## config.mk

```make
export PLATFORM = sky130hd
export DESIGN_NAME = cook_sequencer
export DESIGN_NICKNAME = d
export VERILOG_FILES = /design/src/rtl/cook_sequencer.sv
export SDC_FILE = /design/constraint.sdc
export NUM_CORES = 1
export LEC_CHECK = 0
export ABC_AREA = 1
export CORE_UTILIZATION = 40
export DETAILED_ROUTE_END_ITERATION = 8
export PLACE_DENSITY = 0.53
export SKIP_CTS_REPAIR_TIMING = 1
export SYNTH_ARGS = -nofsm -noshare
export SYNTH_HDL_FRONTEND = slang
export SYNTH_SLANG_ARGS = --single-unit
```

## constraint.sdc

```tcl
create_clock -name clk -period 6.75 [get_ports clk]
set_input_delay 1.35 -clock clk [delete_from_list [all_inputs] [get_ports clk]]
set_output_delay 1.35 -clock clk [all_outputs]
set_load 0.03 [all_outputs]
```

## src/rtl/cook_sequencer.sv

```systemverilog
// Microwave front-panel sequencer: button pulses and door level in, cook/defrost
// countdown in whole seconds, motor-controller levels and end-of-cycle beep out.
module cook_sequencer #(
    parameter int TICK_DIV    = 100_000_000,
    parameter int DEFROST_SEC = 300,
    parameter int BEEP_SEC    = 3,
    parameter int MAX_SEC     = 5999
) (
    input  logic        clk,
    input  logic        rst,
    input  logic        btn_start,
    input  logic        btn_cancel,
    input  logic        btn_defrost,
    input  logic        btn_add_min,
    input  logic        btn_add_10s,
    input  logic        door_open,
    output logic        start,
    output logic        defrost_start,
    output logic [12:0] remain_sec,
    output logic        busy,
    output logic        beep,
    output logic [2:0]  state
);

    localparam int TICK_W = $clog2(TICK_DIV + 1);
    localparam int BEEP_W = $clog2(BEEP_SEC + 1);

    typedef enum logic [2:0] {
        IDLE    = 3'd0,
        SET     = 3'd1,
        COOK    = 3'd2,
        DEFROST = 3'd3,
        PAUSE   = 3'd4,
        DONE    = 3'd5
    } state_t;

    state_t              cur_state, nxt_state;
    logic [12:0]         remain, remain_n;
    logic [TICK_W-1:0]   tick_cnt, tick_n;
    logic [BEEP_W-1:0]   beep_cnt, beep_n;
    logic                mode_defrost, mode_n;
    logic                door_q;
    logic [6:0]          add_amt;
    logic                any_btn;
    logic                wrap;
    logic [12:0]         dec_val;
    logic [12:0]         ext_val;

    function automatic logic [12:0] sat_add(input logic [12:0] base, input logic [6:0] amt);
        logic [13:0] sum;
        sum = {1'b0, base} + {7'd0, amt};
        if (sum > 14'(MAX_SEC))
            return 13'(MAX_SEC);
        return sum[12:0];
    endfunction

    always_comb begin
        add_amt = (btn_add_min ? 7'd60 : 7'd0) + (btn_add_10s ? 7'd10 : 7'd0);
        any_btn = btn_start | btn_cancel | btn_defrost | btn_add_min | btn_add_10s;
        wrap    = (tick_cnt == TICK_W'(TICK_DIV - 1));
        dec_val = wrap ? remain - 13'd1 : remain;
        ext_val = sat_add(dec_val, add_amt);

        nxt_state = cur_state;
        remain_n  = remain;
        tick_n    = tick_cnt;
        beep_n    = beep_cnt;
        mode_n    = mode_defrost;

        case (cur_state)
            IDLE: begin
                if (btn_cancel) begin
                    remain_n = 13'd0;
                end else if (btn_defrost && !door_open) begin
                    nxt_state = DEFROST;
                    remain_n  = 13'(DEFROST_SEC);
                    tick_n    = '0;
                end else if (add_amt != 7'd0) begin
                    nxt_state = SET;
                    remain_n  = sat_add(remain, add_amt);
                end
            end
            SET: begin
                if (btn_cancel) begin
                    nxt_state = IDLE;
                    remain_n  = 13'd0;
                end else if (btn_start && !door_open && remain != 13'd0) begin
                    nxt_state = COOK;
                    tick_n    = '0;
                end else if (add_amt != 7'd0) begin
                    remain_n = sat_add(remain, add_amt);
                end
            end
            COOK, DEFROST: begin
                tick_n = wrap ? '0 : tick_cnt + 1'b1;
                if (btn_cancel) begin
                    nxt_state = IDLE;
                    remain_n  = 13'd0;
                    tick_n    = '0;
                end else if (door_open) begin
                    // The tick that lands on this edge still counts.
                    nxt_state = PAUSE;
                    mode_n    = (cur_state == DEFROST);
                    remain_n  = dec_val;
                    tick_n    = '0;
                end else if (ext_val == 13'd0) begin
                    nxt_state = DONE;
                    remain_n  = 13'd0;
                    tick_n    = '0;
                    beep_n    = '0;
                end else begin
                    remain_n = ext_val;
                end
            end
            PAUSE: begin
                if (btn_cancel) begin
                    nxt_state = IDLE;
                    remain_n  = 13'd0;
                end else if (btn_start && !door_open) begin
                    nxt_state = mode_defrost ? DEFROST : COOK;
                    tick_n    = '0;
                end
            end
            DONE: begin
                tick_n = wrap ? '0 : tick_cnt + 1'b1;
                if (any_btn || (door_open && !door_q)) begin
                    nxt_state = IDLE;
                    remain_n  = 13'd0;
                    tick_n    = '0;
                    beep_n    = '0;
                end else if (wrap) begin
                    if (beep_cnt == BEEP_W'(BEEP_SEC - 1)) begin
                        nxt_state = IDLE;
                        beep_n    = '0;
                    end else begin
                        beep_n = beep_cnt + 1'b1;
                    end
                end
            end
            default: begin
                nxt_state = IDLE;
                remain_n  = 13'd0;
                tick_n    = '0;
                beep_n    = '0;
            end
        endcase
    end

    // Outputs are decoded from the next state so they move on the same edge as state.
    always_ff @(posedge clk) begin
        if (rst) begin
            cur_state     <= IDLE;
            remain        <= 13'd0;
            tick_cnt      <= '0;
            beep_cnt      <= '0;
            mode_defrost  <= 1'b0;
            door_q        <= 1'b0;
            start         <= 1'b0;
            defrost_start <= 1'b0;
            busy          <= 1'b0;
            beep          <= 1'b0;
        end else begin
            cur_state     <= nxt_state;
            remain        <= remain_n;
            tick_cnt      <= tick_n;
            beep_cnt      <= beep_n;
            mode_defrost  <= mode_n;
            door_q        <= door_open;
            start         <= (nxt_state == COOK);
            defrost_start <= (nxt_state == DEFROST);
            busy          <= (nxt_state == COOK) || (nxt_state == DEFROST) || (nxt_state == PAUSE);
            beep          <= (nxt_state == DONE);
        end
    end

    assign remain_sec = remain;
    assign state      = cur_state;

endmodule

```

; Word-level counts from Yosys, hierarchy flattened
; Index checks and enable logic that the tools add are counted.
[word_totals]
register_bits = 51
in_bits = 8
output_inout_bits = 20
elab_cells = 132
[op_classes]
add_sub_neg = 6
order_cmp = 2
eq_ne = 26
n_mux = 63
n_bitwise = 6
reduce_logical = 19
[op_table]
columns = cell, count
row1 = $mux 27, 11
row2 = $mux 13, 17
row3 = $pmux 27 s5, 1
row4 = $pmux 13 s5, 1
row5 = $mux 3, 13
row6 = $add 13x7->14, 2
row7 = $gt 14x13->1 const B, 2
row8 = $add 27x1->27 const B, 1
row9 = $eq 27x27->1 const B, 1
row10 = $ne 2x2->1 const B, 11
row11 = $pmux 3 s5, 1
row12 = $logic_not 13->1, 1
row13 = $reduce_bool 13->1, 1
row14 = $sub 13x1->13 const B, 1
row15 = $eq 3x2->1 const B, 4
row16 = $eq 3x3->1 const B, 4
row17 = $mux 2, 6
row18 = $mux 1, 10
row19 = $reduce_and 5->1, 2
row20 = $ne 3x3->1 const B, 3
row21 = $add 6x4->7, 1
row22 = $reduce_bool 7->1, 1
row23 = $mux 6, 1
row24 = $pmux 2 s3, 1
row25 = other kinds (15), 25

; Depth between registers and ports, before layout
; Gate-level depths: netlist (run 1).
[depth]
word_depth = 14
mapped_depth = 32
mapped_depth_nobuf = 32

; Worst setup path before layout (run 1)
; Ideal clock, no wire load.
[synth_path]
path_kind = input to register
startpoint = input btn_add_min
endpoint = register tick_cnt[7]
setup_time_ns = 0.133
arrival_ns = 3.666
t_required_ns = 6.617
path_slack_ns = 2.950
path_stages = 20
path_buffers = 1
cell_sequence = inv_1 ha_1 ha_1 nand2_1 o21ai_0 xor2_1 inv_1 nor2_1 nand2_1 nor2_1 nand2_1 nor2_1 nand2_1 nor2_2 nand4_4 nand2_4 nand2_8 buf_12 nand3b_2 a21oi_2
[synth_between]
elab_chain_cells = 11
word_cells_on_any_way = 15
cone_classes = add/sub: 2 / order compare: 1 / mux: 8 / bitwise: 2 / reduce/logical: 2
[synth_lines]
columns = element, line_no
row1 = from (decl), 14  ; input logic btn_add_min,
row2 = $mux 6, 58  ; add_amt = (btn_add_min ? 7'd60 : 7'd0) + (btn_add_10s ? 7'd10 : 7'd0);
row3 = $add 6x4->7, 58
row4 = $add 13x7->14, 51  ; sum = {1'b0, base} + {7'd0, amt};
row5 = $gt 14x13->1, 52  ; if (sum > 14'(MAX_SEC))
row6 = $mux 1, 52
row7 = $mux 13, 54  ; return sum[12:0];
row8 = $logic_not 13->1, 106  ; end else if (ext_val == 13'd0) begin
row9 = $mux 27, 106
row10 = $mux 27, 100  ; end else if (door_open) begin
row11 = $mux 27, 96  ; if (btn_cancel) begin
row12 = $pmux 27 s5 (*), 70  ; case (cur_state)
row13 = to (signal assigned), 165  ; tick_cnt <= tick_n;
row14 = to (decl), 39  ; logic [TICK_W-1:0] tick_cnt, tick_n;
; Every way passes the cells marked *; elsewhere a longest branch is shown, timed or not.
; A chain may end at the register's enable or synchronous reset.

; Worst setup path in the final report (run 1)
[layout_path]
startpoint = input btn_add_min
endpoint = register tick_cnt[14]
; Same word-level chain as after synthesis.

==> flow_summary.ini, run 1 <==
[run_status]
status = complete, no violations

[yosys]
syn_area_um2 = 4664
ys_ff_latch = 51
yosysSeqAreaShare_pct = 21.89
syn_nets = 775
netlist_instances = 748
synth_most_common_cell = nand2_1
synth_edf_count = 0
synth_async_sr_flop_share_pct = 0
yosys.area.top_type = dfxtp_1
synth_common_cells = nand2_1 (219), inv_1 (79), nor2_1 (73), dfxtp_1 (51), a21oi_1 (50)
yosysTopAreaCellShare_pct = 21.89
synth_flop_cell = dfxtp_1
netlist_top_cells_area = dfxtp_1 (22%), nand2_1 (18%), inv_1 (6.4%), nor2_1 (5.9%), a21oi_1 (5.4%)
syn_avg_cell_area_um2 = 6.236
yosysWarnings = 0
synth_cell_types = 46

[detailed_routing]
ant_nets = 0
vias_per_cell = 5.094
vias = 4605
post_drt_wl_per_cell_um = 14.38
routed_wl_um = 13000
drt_iter0_drc = 245
dr.pass1.iters = 4
route.detailed.drc = 0

[sta]
tightestPinTransition_ns = 1.159
fin_crit_sh_pct = 72.23
slew_violations = 0
grt_setup_unrepaired = false
setup_violations = 0
setup_ws_ns = 1.874
setup_tns_ns = 0
period_needed_ns = 4.876
finClkSkew_ns = 0.008781
finalHoldViolations = 0
max_freq_mhz = 205.1
slew_headroom_pct = 22.76

[floorplanning]
start_util_pct = 41.03
core_area_um2 = 11370
die_h_um = 110.0
boundaryPins = 28
core.rowCount = 39
dieArea_um2 = 12100
die_w_um = 110.0

[critical_path]
timing.critical_path.to_type = flop
r2r_start = tick_cnt[0]
r2r_setup_slack_ns = 2.23
worstSetupPathType = in -> reg
worstSetupStartpointType = input port
cp_data_required_time_ns = 6.89
r2r_cells = 27
arrival_ns = 5.01
rr_endpoint = tick_cnt[14]
critPathMaxFanout = 27

[pwr]
seqPwrFrac_pct = 40.1
power_frac_comb_pct = 23.2
p_switching_mw = 0.2460
intPower_mw = 0.5423
switching_share_pct = 31.21
vdd_ir_drop_max_mv = 0.1178
power.density_nw_per_um2 = 152.4
p_leak_nw = 2.307
clockPowerShare_pct = 36.7

[final_layout]
register_area_um2 = 1021
multiInputGateArea_um2 = 3182
final_nets = 788
area_delta_synth_final_pct = 10.86
fillCellCount = 1219
antennaDiodeCount = 0
drive_gt1_share_pct = 11.04
fin_cells = 904

[run]
cap_violations = 0

[global_route]
grt_max_degree = 43
grt_pass1_wl_um = 21830
grt_usage_pct = 23.38
antenna_found_initial = 0
grt-ovfl-total = 0
grt_pass1_vias = 4500

[min_path]
whs_path_depth = 2
min_path_type = reg -> reg
min_to = tick_cnt[3]
hold_path_startpoint = tick_cnt[3]

[cts]
cts_tree = built
cts_made_buffers = 5
clkSinkCount = 51
clk_pin_slew_ns = 0.07
clkLatencyLatePin_ns = 0.29
cts-htree-levels = 2
clockBufferDepth = 2
clockRootBuffer = clkbuf_16

[placement]
dp_slack_ns = 1.530
dp.cells = 897
dp_hpwl_um = 10380
place.port_buffers = 27
gp_congestion = 0.8605
-- final cells by class --
cell class	count	area share, %
flip-flops and latches	51	19.74
repair buffers	28	5.275
inverters	94	6.847
multi-input cells	581	61.53
clock inverters	2	0.7259
well taps	143	3.460
clock buffers	5	2.420
-- power groups by stage --
stage	Sequential [mW]	Clock, mW	Combinational, mW
final	0.316	0.290	0.183
after global routing	0.317	0.308	0.208
after CTS	0.316	0.297	0.184
after detailed placement	0.323	0	0.183
after global placement	0.323	0	0.182
after floorplan	0.329	0	0.125
-- cells by family (layout without fill, tap and decap cells) --
group	count (synthesis)	count (layout)	share of synthesized area [%]
AND/OR/NAND/NOR	433	433	44.64
buffers and inverters	116	129	10.11
AO/OA/AOI/OAI	95	95	11.56
flip-flops	51	51	21.89
XOR/XNOR	34	34	6.384
adder cells (fa/ha/maj)	19	19	5.418
-- critical path, stage by stage --
cell and delay [ns]:
clkdlybuf4s50_1 0.70, inv_1 0.15, ha_1 0.35, ha_1 0.37, nand3_1 0.09, nand2_1 0.10, nand2_1 0.09, nand2_1 0.07
nand2_1 0.08, nand2_1 0.12, nand3_2 0.12, nor3_2 0.16, nand4_1 0.12, nand2_1 0.07, nand2_1 0.11, nand2_2 0.26
nand4_4 0.18, nand2_4 0.14, nand2_8 0.16, nand3b_1 0.14, a21oi_1 0.07
-- per-stage QoR --
stage | total power [mW] | area [um2] | hold WS (ns) | util [%]
final | 0.7883 | 5171 | 0.4794 | 45.48
after global routing | 0.8336 | 5171 | 0.5147 | 45.48
after CTS | 0.7965 | 5171 | 0.4834 | 45.48
after detailed placement | 0.5056 | 5009 | 0.4727 | 44.05
after global placement | 0.5053 | 5009 | 0.4538 | 44.05
after floorplan | 0.4544 | 4664 | 0.4453 | -
-- how the worst max path moves through the flow --
| stage | from | endpoint | slack [ns] | cells past startpoint |
|---|---|---|---|---|
| 6_report | btn_add_min | tick_cnt[14] | 1.87 | 21 |
| 4_1_cts | btn_add_min | tick_cnt[22] | 1.84 | 23 |
| 2_1_floorplan | btn_add_min | tick_cnt[7] | 2.95 | 20 |
| 5_1_grt | btn_add_min | tick_cnt[14] | 1.44 | 21 |
| 3_3_place_gp | btn_add_min | tick_cnt[14] | 1.58 | 23 |
| 3_5_place_dp | btn_add_min | tick_cnt[14] | 1.53 | 23 |
-- metal layers --
layer	GRT usage (%)	vias up	wire length, um
li1	-	2432	-
met1	29.10	2070	5842
met2	41.96	84	6329
met3	2.469	19	498
met4	7.429	0	333
met5	0	-	0
-- flip-flops by register name (all words and copies together), names as in the netlist --
signal,flops
state,3
door_q,1
beep_cnt,2
remain_sec,13
beep,1
busy,1
mode_defrost,1
tick_cnt,27
start,1
defrost_start,1
-- cells in the final DEF, fill, tap and decap left out, types with 3 or more instances in the layout --
| cell | n |
|---|---|
| nand2_1 | 219 |
| inv_1 | 79 |
| nor2_1 | 73 |
| dfxtp_1 | 51 |
| a21oi_1 | 49 |
| nand3_1 | 42 |
| xor2_1 | 26 |
| clkdlybuf4s50_1 | 26 |
| nand4_1 | 21 |
| o21ai_0 | 18 |
| ha_1 | 17 |
| inv_2 | 13 |
| nand2_2 | 11 |
| nand3b_1 | 11 |
| nor2_2 | 10 |
| nor3_1 | 10 |
| nand3b_2 | 8 |
| xnor2_1 | 8 |
| a21oi_2 | 7 |
| nor4_1 | 6 |
| o21ai_1 | 6 |
| nand3_2 | 6 |
| nand2_4 | 5 |
| clkbuf_16 | 5 |
| or2_2 | 4 |
| o211ai_1 | 3 |
| a22oi_1 | 3 |
Power figures use the tool's default switching activity.
==> inputs of run 2 (changes only) <==
clock period = 4.8 ns   (was 6.75 ns; I/O delays follow)
==> flow_summary.ini, run 2 (synthesis gave the netlist of run 1 again) <==
[final_layout]
antennaDiodeCount = 0
largest_reg_flops = 27
drive_gt1_share_pct = 12.61
final_cell_mix = nand2_1 (218), inv_1 (79), nor2_1 (71), dfxtp_1 (51), a21oi_1 (48)
top_register = tick_cnt
final_common_cell = nand2_1
final_nets = 795
area_delta_synth_final_pct = 12.34
finalInstanceArea_um2 = 5240
fillCellCount = 1225

[sta]
finalHoldViolations = 0
finClkSkew_ns = 0.005057
slew_violations = 0
setup_violations = 0
fin_crit_sh_pct = 89.99
max_freq_mhz = 231.5
tightestPinTransition_ns = 1.086
period_needed_ns = 4.320
slew_headroom_pct = 27.62
setup_ws_ns = 0.4803

[detailed_routing]
routed_wl_um = 13570
ant_nets = 0
route.detailed.drc = 0
drt_iter0_drc = 257
post_drt_wl_per_cell_um = 14.88
dr.pass1.iters = 5
vias = 4759
vias_per_cell = 5.218

[cts]
clkLatencyLatePin_ns = 0.29
cts-htree-levels = 2
cts_tree = built
clockRootBuffer = clkbuf_16
clockBufferDepth = 2
clkSinkCount = 51
clk_pin_slew_ns = 0.07
cts_made_buffers = 5

[floorplanning]
start_util_pct = 41.03
core.rowCount = 39
dieArea_um2 = 12100
core_area_um2 = 11370
die_w_um = 110.0
boundaryPins = 28
die_h_um = 110.0

[pwr]
p_leak_nw = 2.359
vdd_ir_drop_max_mv = 0.1344
power.density_nw_per_um2 = 208.8

[critical_path]
worstSetupPathType = reg -> reg
r2r_cells = 25
timing.critical_path.to_type = flop
crit_path_start = tick_cnt[16]
critPathMaxFanout = 27
r2r_start = tick_cnt[16]
cp_data_required_time_ns = 4.94
worstSetupStartpointType = flop
arrival_ns = 4.46

[run_status]
status = complete, no violations

[placement]
gp_congestion = 0.9172
placed_cell_area_um2 = 5024
place.port_buffers = 27
dp_slack_ns = 0.2142
dp_hpwl_um = 10550

[global_route]
grt-ovfl-total = 0
grt_usage_pct = 23.41
antenna_found_initial = 0
grt_pass1_wl_um = 22100
grt_max_degree = 43
grt_pass1_vias = 4482

[min_path]
min_path_type = reg -> reg
hold_path_startpoint = tick_cnt[3]
whs_path_depth = 2

[run]
cap_violations = 0
## run 2: cell types whose count changed in the layout (fill, tap and decap cells not counted), sizes merged
| cell | delta |
|---|---|
| buf | +7 |
| bufinv | -1 |
| clkbuf | +1 |
| clkinv | +1 |
## run 2: routing by layer
metal,wire length [um],GRT usage (%)
met1,6064,29.26
met2,6461,40.94
met3,537,2.175
met4,502,9.905
met5,0,0
## run 2: final timing paths
| path | endpoint | slack, ns |
|---|---|---|
| min reg2reg | tick_cnt[3] | 0.47 |
| min | tick_cnt[3] | 0.47 |
| max | tick_cnt[20] | 0.48 |
| max reg2reg | tick_cnt[20] | 0.48 |
## run 2: final cells by class
class,count,area [um2],area share (%)
clock buffer,6,138.9,2.650
timing repair buffer,35,325.3,6.208
tap,143,178.9,3.415
inverter,94,354.1,6.757
multi-input combinational,581,3206,61.17
clock inverter,2,16.27,0.3104
sequential,51,1021,19.48
## run 2: power breakdown
| part | switching, mW | internal [mW] | leakage [nW] |
|---|---|---|---|
| registers | 0.0129 | 0.431 | 0.412 |
| logic | 0.175 | 0.0916 | 1.87 |
| clock network | 0.175 | 0.209 | 0.0731 |
## run 2: stage by stage
step           TNS (ns)  power, mW  hold WS, ns  std cells  utilization, %
2_1_floorplan         0     0.6390       0.4453        748               -
3_3_place_gp          0     0.7146       0.4529        899           44.18
3_5_place_dp          0     0.7148       0.4579        899           44.18
4_1_cts               0      1.101       0.4696        907           45.55
5_1_grt        -0.01853      1.151       0.4907        912           46.09
6_report              0      1.094       0.4667        912           46.09
## run 2: critical path: stages, from the launching register on
cell	delay [ns]
dfxtp_1	0.42
nand2_1	0.08
inv_1	0.13
nand3_1	0.09
nor4_1	0.33
nand2_2	0.23
nor2_2	0.19
xor2_1	0.26
inv_1	0.09
ha_1	0.34
a21oi_1	0.20
o21ai_0	0.14
xor2_1	0.25
inv_1	0.08
nor2_1	0.09
nand2_1	0.06
nor2_1	0.11
nand2_1	0.07
nor2_1	0.11
nand2_1	0.07
nor2_2	0.14
nand4_4	0.16
nand2_4	0.13
nand2_8	0.15
nand3b_1	0.14
a21oi_1	0.07
